$ cat src/rtl/remote_code_transmitter_if.sv
// Handshake and output bundle of the IR remote-code transmitter.
// The master side issues requests; the slave side (the transmitter) returns status, code and IR envelope.
interface remote_code_transmitter_if;
  logic        start;
  logic [3:0]  digit;
  logic        busy;
  logic        done;
  logic        invalid;
  logic [11:0] code_out;
  logic        ir_out;

  modport master (
    output start, digit,
    input  busy, done, invalid, code_out, ir_out
  );

  modport slave (
    input  start, digit,
    output busy, done, invalid, code_out, ir_out
  );
endinterface

$ cat src/rtl/remote_code_transmitter.sv
// Maps a decimal digit to its 12-bit remote key code and sends it as repeated pulse-width IR frames.
// Optional carrier modulation of ir_out is enabled by defining IR_CARRIER_EN.
module remote_code_transmitter #(
  parameter int unsigned TICKS_PER_UNIT     = 60000,
  parameter int unsigned FRAME_REPEATS      = 3,
  parameter int unsigned FRAME_PERIOD_UNITS = 75,
  parameter int unsigned CARRIER_DIV        = 1250
) (
  input  logic                       clk,
  input  logic                       rst,
  remote_code_transmitter_if.slave   bus
);

  localparam int unsigned TICK_W = $clog2(TICKS_PER_UNIT);
  localparam int unsigned UNIT_W = $clog2(FRAME_PERIOD_UNITS);

  localparam logic [TICK_W-1:0] TICK_LAST = TICK_W'(TICKS_PER_UNIT - 1);
  localparam logic [UNIT_W-1:0] UNIT_LAST = UNIT_W'(FRAME_PERIOD_UNITS - 1);
  localparam logic [3:0]        REP_LAST  = 4'(FRAME_REPEATS - 1);

  if (TICKS_PER_UNIT < 2) begin : g_bad_ticks
    $error("TICKS_PER_UNIT must be at least 2");
  end
  if (FRAME_REPEATS < 1 || FRAME_REPEATS > 15) begin : g_bad_repeats
    $error("FRAME_REPEATS must be within 1..15");
  end
  if (FRAME_PERIOD_UNITS < 40) begin : g_bad_period
    $error("FRAME_PERIOD_UNITS must be at least 40");
  end
  if (CARRIER_DIV < 1) begin : g_bad_div
    $error("CARRIER_DIV must be at least 1");
  end

  typedef enum logic [2:0] {
    IDLE,
    HDR_MARK,
    BIT_SPACE,
    BIT_MARK,
    GAP
  } state_t;

  state_t              state;
  logic [TICK_W-1:0]   tick;
  logic [UNIT_W-1:0]   unit_cnt;
  logic [2:0]          seg_cnt;   // units left in the current mark
  logic [3:0]          bit_idx;
  logic [3:0]          rep_cnt;   // frames already completed in this burst
  logic [11:0]         code_q;
  logic                busy_q;
  logic                done_q;
  logic                invalid_q;
  logic                env_q;

  logic unit_end;
  logic frame_end;

  function automatic logic [11:0] encode(input logic [3:0] d);
    logic [11:0] c;
    unique case (d)
      4'd0:    c = 12'h910;
      4'd1:    c = 12'h010;
      4'd2:    c = 12'h810;
      4'd3:    c = 12'h410;
      4'd4:    c = 12'hC10;
      4'd5:    c = 12'h210;
      4'd6:    c = 12'hA10;
      4'd7:    c = 12'h610;
      4'd8:    c = 12'hE10;
      4'd9:    c = 12'h110;
      default: c = 12'h000;
    endcase
    return c;
  endfunction

  assign unit_end  = (tick == TICK_LAST);
  // The frame boundary takes priority over any segment: it normally ends GAP, but when a
  // 40U frame fills a 40U period it ends bit 0's mark directly, so no cycle is ever added.
  assign frame_end = unit_end && (unit_cnt == UNIT_LAST);

  // NOTE: every register here is state, so only non-blocking assignments are used; a blocking
  // assignment would let later statements in this block see the new value within the same edge.
  always_ff @(posedge clk or posedge rst) begin
    if (rst) begin
      state     <= IDLE;
      tick      <= '0;
      unit_cnt  <= '0;
      seg_cnt   <= '0;
      bit_idx   <= '0;
      rep_cnt   <= '0;
      code_q    <= '0;
      busy_q    <= 1'b0;
      done_q    <= 1'b0;
      invalid_q <= 1'b0;
      env_q     <= 1'b0;
    end else begin
      done_q    <= 1'b0;
      invalid_q <= 1'b0;
      if (state == IDLE) begin
        if (bus.start) begin
          if (bus.digit <= 4'd9) begin
            code_q   <= encode(bus.digit);
            busy_q   <= 1'b1;
            state    <= HDR_MARK;
            env_q    <= 1'b1;
            tick     <= '0;
            unit_cnt <= '0;
            seg_cnt  <= 3'd4;
            bit_idx  <= 4'd11;
            rep_cnt  <= '0;
          end else begin
            invalid_q <= 1'b1;
          end
        end
      end else begin
        tick <= unit_end ? '0 : tick + 1'b1;
        if (unit_end) begin
          unit_cnt <= frame_end ? '0 : unit_cnt + 1'b1;
          if (frame_end) begin
            if (rep_cnt == REP_LAST) begin
              state  <= IDLE;
              busy_q <= 1'b0;
              done_q <= 1'b1;
              env_q  <= 1'b0;
            end else begin
              rep_cnt <= rep_cnt + 1'b1;
              state   <= HDR_MARK;
              seg_cnt <= 3'd4;
              bit_idx <= 4'd11;
              env_q   <= 1'b1;
            end
          end else begin
            unique case (state)
              HDR_MARK: begin
                if (seg_cnt == 3'd1) begin
                  state <= BIT_SPACE;
                  env_q <= 1'b0;
                end else begin
                  seg_cnt <= seg_cnt - 3'd1;
                end
              end
              BIT_SPACE: begin
                state   <= BIT_MARK;
                seg_cnt <= code_q[bit_idx] ? 3'd2 : 3'd1;
                env_q   <= 1'b1;
              end
              BIT_MARK: begin
                if (seg_cnt == 3'd1) begin
                  env_q <= 1'b0;
                  if (bit_idx == 4'd0) begin
                    state <= GAP;
                  end else begin
                    bit_idx <= bit_idx - 4'd1;
                    state   <= BIT_SPACE;
                  end
                end else begin
                  seg_cnt <= seg_cnt - 3'd1;
                end
              end
              GAP:     ;
              default: state <= IDLE;
            endcase
          end
        end
      end
    end
  end

  assign bus.busy     = busy_q;
  assign bus.done     = done_q;
  assign bus.invalid  = invalid_q;
  assign bus.code_out = code_q;

`ifdef IR_CARRIER_EN
  localparam int unsigned DIV_W = $clog2(CARRIER_DIV + 1);
  localparam logic [DIV_W-1:0] DIV_LAST = DIV_W'(CARRIER_DIV - 1);

  logic [DIV_W-1:0] div_cnt;
  logic             phase;    // 0 = high half of the carrier

  // Held at phase 0 whenever the envelope is low so each mark starts on a high half.
  always_ff @(posedge clk or posedge rst) begin
    if (rst) begin
      div_cnt <= '0;
      phase   <= 1'b0;
    end else if (!env_q) begin
      div_cnt <= '0;
      phase   <= 1'b0;
    end else if (div_cnt == DIV_LAST) begin
      div_cnt <= '0;
      phase   <= ~phase;
    end else begin
      div_cnt <= div_cnt + 1'b1;
    end
  end

  assign bus.ir_out = env_q & ~phase;
`else
  assign bus.ir_out = env_q;
`endif

endmodule

$ cat src/flat_wrapper.sv
// flat-port wrapper written by rule: the top's interface ports become plain ports
module remote_code_transmitter_flat 
#(
  parameter int unsigned TICKS_PER_UNIT     = 60000,
  parameter int unsigned FRAME_REPEATS      = 3,
  parameter int unsigned FRAME_PERIOD_UNITS = 75,
  parameter int unsigned CARRIER_DIV        = 1250
)
  (clk, rst, bus_start, bus_digit, bus_busy, bus_done, bus_invalid, bus_code_out, bus_ir_out);
  remote_code_transmitter_if bus_i ();
  input  logic clk;
  input  logic rst;
  input wire logic [$bits(bus_i.start)-1:0] bus_start;
  input wire logic [$bits(bus_i.digit)-1:0] bus_digit;
  output wire logic [$bits(bus_i.busy)-1:0] bus_busy;
  output wire logic [$bits(bus_i.done)-1:0] bus_done;
  output wire logic [$bits(bus_i.invalid)-1:0] bus_invalid;
  output wire logic [$bits(bus_i.code_out)-1:0] bus_code_out;
  output wire logic [$bits(bus_i.ir_out)-1:0] bus_ir_out;
  assign bus_i.start = bus_start;
  assign bus_i.digit = bus_digit;
  assign bus_busy = bus_i.busy;
  assign bus_done = bus_i.done;
  assign bus_invalid = bus_i.invalid;
  assign bus_code_out = bus_i.code_out;
  assign bus_ir_out = bus_i.ir_out;
  remote_code_transmitter #(.TICKS_PER_UNIT(TICKS_PER_UNIT), .FRAME_REPEATS(FRAME_REPEATS), .FRAME_PERIOD_UNITS(FRAME_PERIOD_UNITS), .CARRIER_DIV(CARRIER_DIV)) u_core (.clk(clk), .rst(rst), .bus(bus_i));
endmodule
$ cat config.mk
export PLATFORM = sky130hd
export DESIGN_NAME = remote_code_transmitter_flat
export DESIGN_NICKNAME = d
export VERILOG_FILES = /design/src/rtl/remote_code_transmitter_if.sv /design/src/rtl/remote_code_transmitter.sv /design/src/flat_wrapper.sv
export SDC_FILE = /design/constraint.sdc
export NUM_CORES = 1
export LEC_CHECK = 0
export CELL_PAD_IN_SITES_DETAIL_PLACEMENT = 1
export CELL_PAD_IN_SITES_GLOBAL_PLACEMENT = 1
export CORE_ASPECT_RATIO = 0.7
export CORE_UTILIZATION = 45
export CTS_CLUSTER_SIZE = 20
export DETAILED_ROUTE_END_ITERATION = 10
export PLACE_DENSITY = 0.91
export SLEW_MARGIN = 20
export SYNTH_ARGS = -nofsm -noshare
export SYNTH_HDL_FRONTEND = slang
export SYNTH_SLANG_ARGS = --single-unit
$ cat constraint.sdc
create_clock -name clk -period 2.6 [get_ports clk]
set_input_delay 0.78 -clock clk [delete_from_list [all_inputs] [get_ports clk]]
set_output_delay 0.78 -clock clk [all_outputs]
set_load 0.02 [all_outputs]
[After elaboration in Yosys (flattened, before gate mapping)]
Memory sizes are Yosys's and may differ from the RTL's. A register that Yosys moved wholly into a read port is not among the register bits.
Index checks and enable logic that the tools add are counted.
Operators by class
  $add $sub $neg: 5
  magnitude comparators: 2
  eq/ne operators: 18
  mux-type cells: 64
  reductions and logical operators: 19
Operators by type and width (count)
  16-bit two-way mux: 4
  4-bit two-way mux: 15
  3-bit two-way mux: 15
  7-bit two-way mux: 5
  1-bit two-way mux: 20
  16-bit by 1-bit adder with 16-bit output, second input constant: 1
  16-bit == test, second input constant: 1
  5-bit AND reduction: 3
  4-bit by 1-bit inequality test with 1-bit output, second input constant: 3
  3-bit case mux with 4 select lines: 1
  6-bit AND reduction: 2
  7-bit by 1-bit adder with 7-bit output, second input constant: 1
  7-bit == test, second input constant: 1
  7-bit AND reduction: 1
  3-bit by 1-bit == test with 1-bit output, second input constant: 2
  3-bit by 2-bit == test with 1-bit output, second input constant: 2
  3-bit by 1-bit inequality test with 1-bit output, second input constant: 2
  3-bit case mux with 2 select lines: 1
  3-bit AND reduction: 2
  2-bit nonzero test: 3
  3-bit nonzero test: 2
  4-bit by 5-bit less-than comparator with 1-bit output, second input constant: 1
  4-bit by 1-bit adder with 4-bit output, second input constant: 1
  1-bit binary-select mux with 4-bit select: 1
  other kinds (17): 18
Storage, ports and cells
  bits in registers: 53
  memory bits (read-only): 80
  bits of input ports: 7
  output and inout bits: 16
  logic and storage cells: 120
  memories kept: 1
Memory list
  (name not given): depth 16, bits a word 5, rd ports 1, clocked after Yosys merged registers in 1, write ports 0, RTL line remote_code_transmitter.sv:59  | unique case (d)

[Depth between registers and ports, before layout]
  depth in word-level cells: 7
  mapped depth: 9
  depth with buffers taken out: 7

[Worst setup path after synthesis]
Ideal clock, no wire load.
  path kind: input to register
  start: in bus_digit[0]
  end: reg u_core.rep_cnt[1]
  library setup time: 0.125 ns
  arrival: 2.548 ns
  required time: 2.475 ns
  setup slack: -0.072 ns
  stages on the path: 7
  buffers on the path: 0
  path through: inv_1 > ha_1 > or3b_2 > a31oi_4 > nor2_2 > a31oi_2 > mux2_2
Between the ends
  word-level cells in the longest chain between the ends: 3
RTL lines
  start: declaration: RTL line flat_wrapper.sv:14  | input wire logic [$bits(bus_i.digit)-1:0] bus_digit;
  4-bit less-or-equal comparator: RTL line remote_code_transmitter.sv:100  | if (bus.digit <= 4'd9) begin
  2-bit inequality test (no source line)
  5-bit AND reduction (no source line)
  end signal: assignment: RTL line remote_code_transmitter.sv:125  | rep_cnt <= rep_cnt + 1'b1;
  end: declaration: RTL line remote_code_transmitter.sv:47  | logic [3:0] rep_cnt;
Every way passes these cells.
A chain may end at the register's enable or synchronous reset.

[Worst setup path in the final report]
  start: reg u_core.tick[0]
  end: reg u_core.unit_cnt[2]
Between the ends
  word-level cells in the longest chain between the ends: 5
  elaborated cells on any way between the ends: 7
  classes of those cells: 1 x eq/ne; 3 x mux; 3 x reduce/logical
RTL lines
  start: declaration: RTL line remote_code_transmitter.sv:43  | logic [TICK_W-1:0] tick;
  start signal: assignment: RTL line remote_code_transmitter.sv:115  | tick <= unit_end ? '0 : tick + 1'b1;
  16-bit == test (*): RTL line remote_code_transmitter.sv:75  | assign unit_end = (tick == TICK_LAST);
  1-bit logical AND: RTL line remote_code_transmitter.sv:78  | assign frame_end = unit_end && (unit_cnt == UNIT_LAST);
  7-bit two-way mux: RTL line remote_code_transmitter.sv:117  | unit_cnt <= frame_end ? '0 : unit_cnt + 1'b1;
  7-bit two-way mux: RTL line remote_code_transmitter.sv:116  | if (unit_end) begin
  7-bit two-way mux: RTL line remote_code_transmitter.sv:98  | if (state == IDLE) begin
  end signal: assignment: RTL line remote_code_transmitter.sv:117
  end: declaration: RTL line remote_code_transmitter.sv:44  | logic [UNIT_W-1:0] unit_cnt;
Every way passes the cells marked *; elsewhere a longest branch is shown, timed or not. The select of a mux whose other input is x is not followed.

==> metrics.yaml <==
nets: 350
grt-ovfl-total: 0
cts_tree: "yes"
period_share: 0.9425
regArea_sq_um: 1151
wl_met1_microns: 3546
hp-start: "u_core.bus.ir_out"
ys_seq_elements: 46
hold_viol_final: 0
dieArea_sq_um: 6721
tightest_slew_ns: 0.6916
endpoint_kind: "flip-flop"
powerDensity_nw_per_um2: 374.5
die_w_microns: 97.56
grt_pass1_vias: 2468
cts.sinks: 46
dp_hpwl_microns: 5518
status: "complete, no violations"
synth.avg_cell_area_sq_um: 9.588
grt_max_degree: 47
wl_met3_microns: 292
max-slew-margin-rel: 0.5389
fmax_ghz: 0.4081
viasPerCell: 6.099
htreeDepth: 2
synthFlopType: "dfrtp_1"
place_congestion: 0.8281
crit_type: "flip-flop to flip-flop"
num_vias: 2476
setup_viol: 0
netlist.area_leader.share: 0.4002
clockRootBuffer: "clkbuf_8"
dr_wl_met2_microns: 3870
synth_top_area_cell: "dfrtp_1"
crit_required_ns: 2.81
cp-startpoint: "u_core.tick[0]"
clk-insertion-delay-late_ns: 0.31
post-route-drc-count: 0
cts_buffers: 5
multiInputGateArea_sq_um: 1645
skew_ns: 0.01225
synth_edf_count: 0
grt_pass1_wl_microns: 12280
period_minus_slack_ns: 2.451
final_util: 0.5646
p_leak_nw: 1.407
arrival_ns: 2.66
timing.rr.start: "u_core.tick[0]"
clkTransAtPathRegs_ns: 0.09
wl_microns: 7784
clock_tree.buffer_depth: 2
max-cap-violations: 0
start_util: 0.4852
fin_cells: 406
placedCellCount: 397
fillCellCount: 678
dr.max_layer_used: "met4"
ir_drop_uv: 197.9
grt_usage: 0.2393
core-area_sq_um: 5928
netlist_area_sq_um: 2877
boundaryPins: 23
power.total_mw: 1.253
hold_class: "flip-flop to flip-flop"
rsz0062_at_grt: "no"
yosys_warnings: 0
antenna_found_initial: 0
placementRows: 23
diodes: 0
async_flop_share: 1.000
synthTopCellsByArea: "dfrtp_1 (40%), ha_1 (5.2%), nor2_1 (3.4%)"
port_buffers: 15
cp_max_fo: 9
dpl_cell_area_sq_um: 3206
final_area_sq_um: 3347
ant_nets: 0
routedWlPerCell_microns: 19.17
area_delta_synth_final_pct: 16.35
final-max-slew-violation-count: 0
drive_above_1_share: 0.1662
drtIter0Drc: 196
holdBufCountCts: 0
syn_inst: 300
synth_cell_types: 69
setup.worst_path.start_class: "flip-flop"
yosysSeqAreaShare: 0.4002
tns_ns: 0
firstDrtPassIters: 4
die_y_microns: 68.89
## final cells by class
cell class	instances	area share
timing repair buffer	35	0.09495
inverter	16	0.01794
clock buffer	5	0.02056
sequential	46	0.3439
clock inverter	2	0.002991
multi-input combinational	227	0.4916
tap	75	0.02804
## per-stage QoR
stage,worst slack [ns],hold slack (ns)
finish,0.1495,0.5262
global route,0.02418,0.5371
CTS,-0.007010,0.5242
detailed placement,-0.5242,0.4947
global placement,-0.4019,0.4826
floorplan,0.01705,0.4998
## cell usage after synthesis, types with 3 or more instances
| master | n |
|---|---|
| dfrtp_1 | 46 |
| nor2_1 | 26 |
| nand2_1 | 25 |
| o21ai_0 | 19 |
| inv_1 | 16 |
| ha_1 | 12 |
| a21oi_1 | 11 |
| nand3_1 | 10 |
| buf_4 | 8 |
| o31ai_1 | 8 |
| nand4_1 | 7 |
| xor2_1 | 7 |
| nor3_1 | 6 |
| mux2i_1 | 5 |
| o21a_1 | 5 |
| buf_2 | 4 |
| clkbuf_1 | 4 |
| mux2_2 | 4 |
| nor2b_1 | 4 |
| or3_1 | 4 |
| a22o_1 | 3 |
| nand2b_1 | 3 |
| nor3b_1 | 3 |
| o211ai_1 | 3 |
| o41ai_1 | 3 |
| or4_1 | 3 |
| xnor2_1 | 3 |
## flip-flops by register name, indices dropped and copies added (netlist names)
| signal | count |
|---|---|
| u_core.tick | 16 |
| u_core.unit_cnt | 7 |
| u_core.bus.code_out | 5 |
| u_core.bit_idx | 4 |
| u_core.rep_cnt | 4 |
| u_core.seg_cnt | 3 |
| u_core.state | 3 |
| u_core.bus.busy | 1 |
| u_core.bus.done | 1 |
| u_core.bus.invalid | 1 |
| u_core.bus.ir_out | 1 |
## worst max-delay path, stage by stage, from the launching register on
cell	delay, ns
dfrtp_1	0.42
ha_2	0.26
nand4_4	0.19
or4_2	0.80
a21oi_4	0.33
o21ai_1	0.13
a21o_1	0.20
## timing repair
action                                  in CTS  in global routing
buffers inserted                             2                  0
resized for setup                            3                  7
endpoints found under the setup margin      25                 20
cloned                                       0                  0
pin swaps                                    0                  1
## cell families (layout without fill, tap and decap cells)
family	count (synthesis)	count (layout)	synth area share
adder cells (fa/ha/maj)	12	12	0.05220
AND/OR/NAND/NOR	112	112	0.2266
flip-flops	46	46	0.4002
other	1	7	0.001304
multiplexers	9	9	0.03306
buffers and inverters	33	58	0.05524
AO/OA/AOI/OAI	77	77	0.2010
XOR/XNOR	10	10	0.03045
## cells in the final DEF, fill, tap and decap left out, types with 8 or more instances in the layout
cell / instances
nand3_1: 10
dfrtp_1: 46
buf_4: 19
nand2_1: 25
o31ai_1: 8
a21oi_1: 11
clkdlybuf4s50_1: 13
inv_1: 15
o21ai_0: 19
ha_1: 11
nor2_1: 26
## worst paths after layout
path,endpoint,slack [ns],cells past startpoint
worst max-delay path,u_core.unit_cnt[2],0.15,6
worst min-delay path,u_core.bus.ir_out,0.53,1
worst max register to register,u_core.unit_cnt[2],0.15,6
worst min register to register,u_core.bus.ir_out,0.53,1
max in group asynchronous,u_core.seg_cnt[0],1.54,3
min in group asynchronous,u_core.tick[11],0.81,3
## power breakdown
| group | switching, mW | internal, mW |
|---|---|---|
| Combinational | 0.0537 | 0.0381 |
| Clock | 0.248 | 0.181 |
| Sequential | 0.0104 | 0.723 |
| Total | 0.312 | 0.942 |
## per-layer routing
| metal | up-vias | global-route usage |
|---|---|---|
| met5 | - | 0 |
| met4 | 0 | 0.07537 |
| met3 | 9 | 0.04536 |
| met2 | 39 | 0.4283 |
| met1 | 1279 | 0.2999 |
| li1 | 1149 | - |
(Power assumes the default switching activity.)
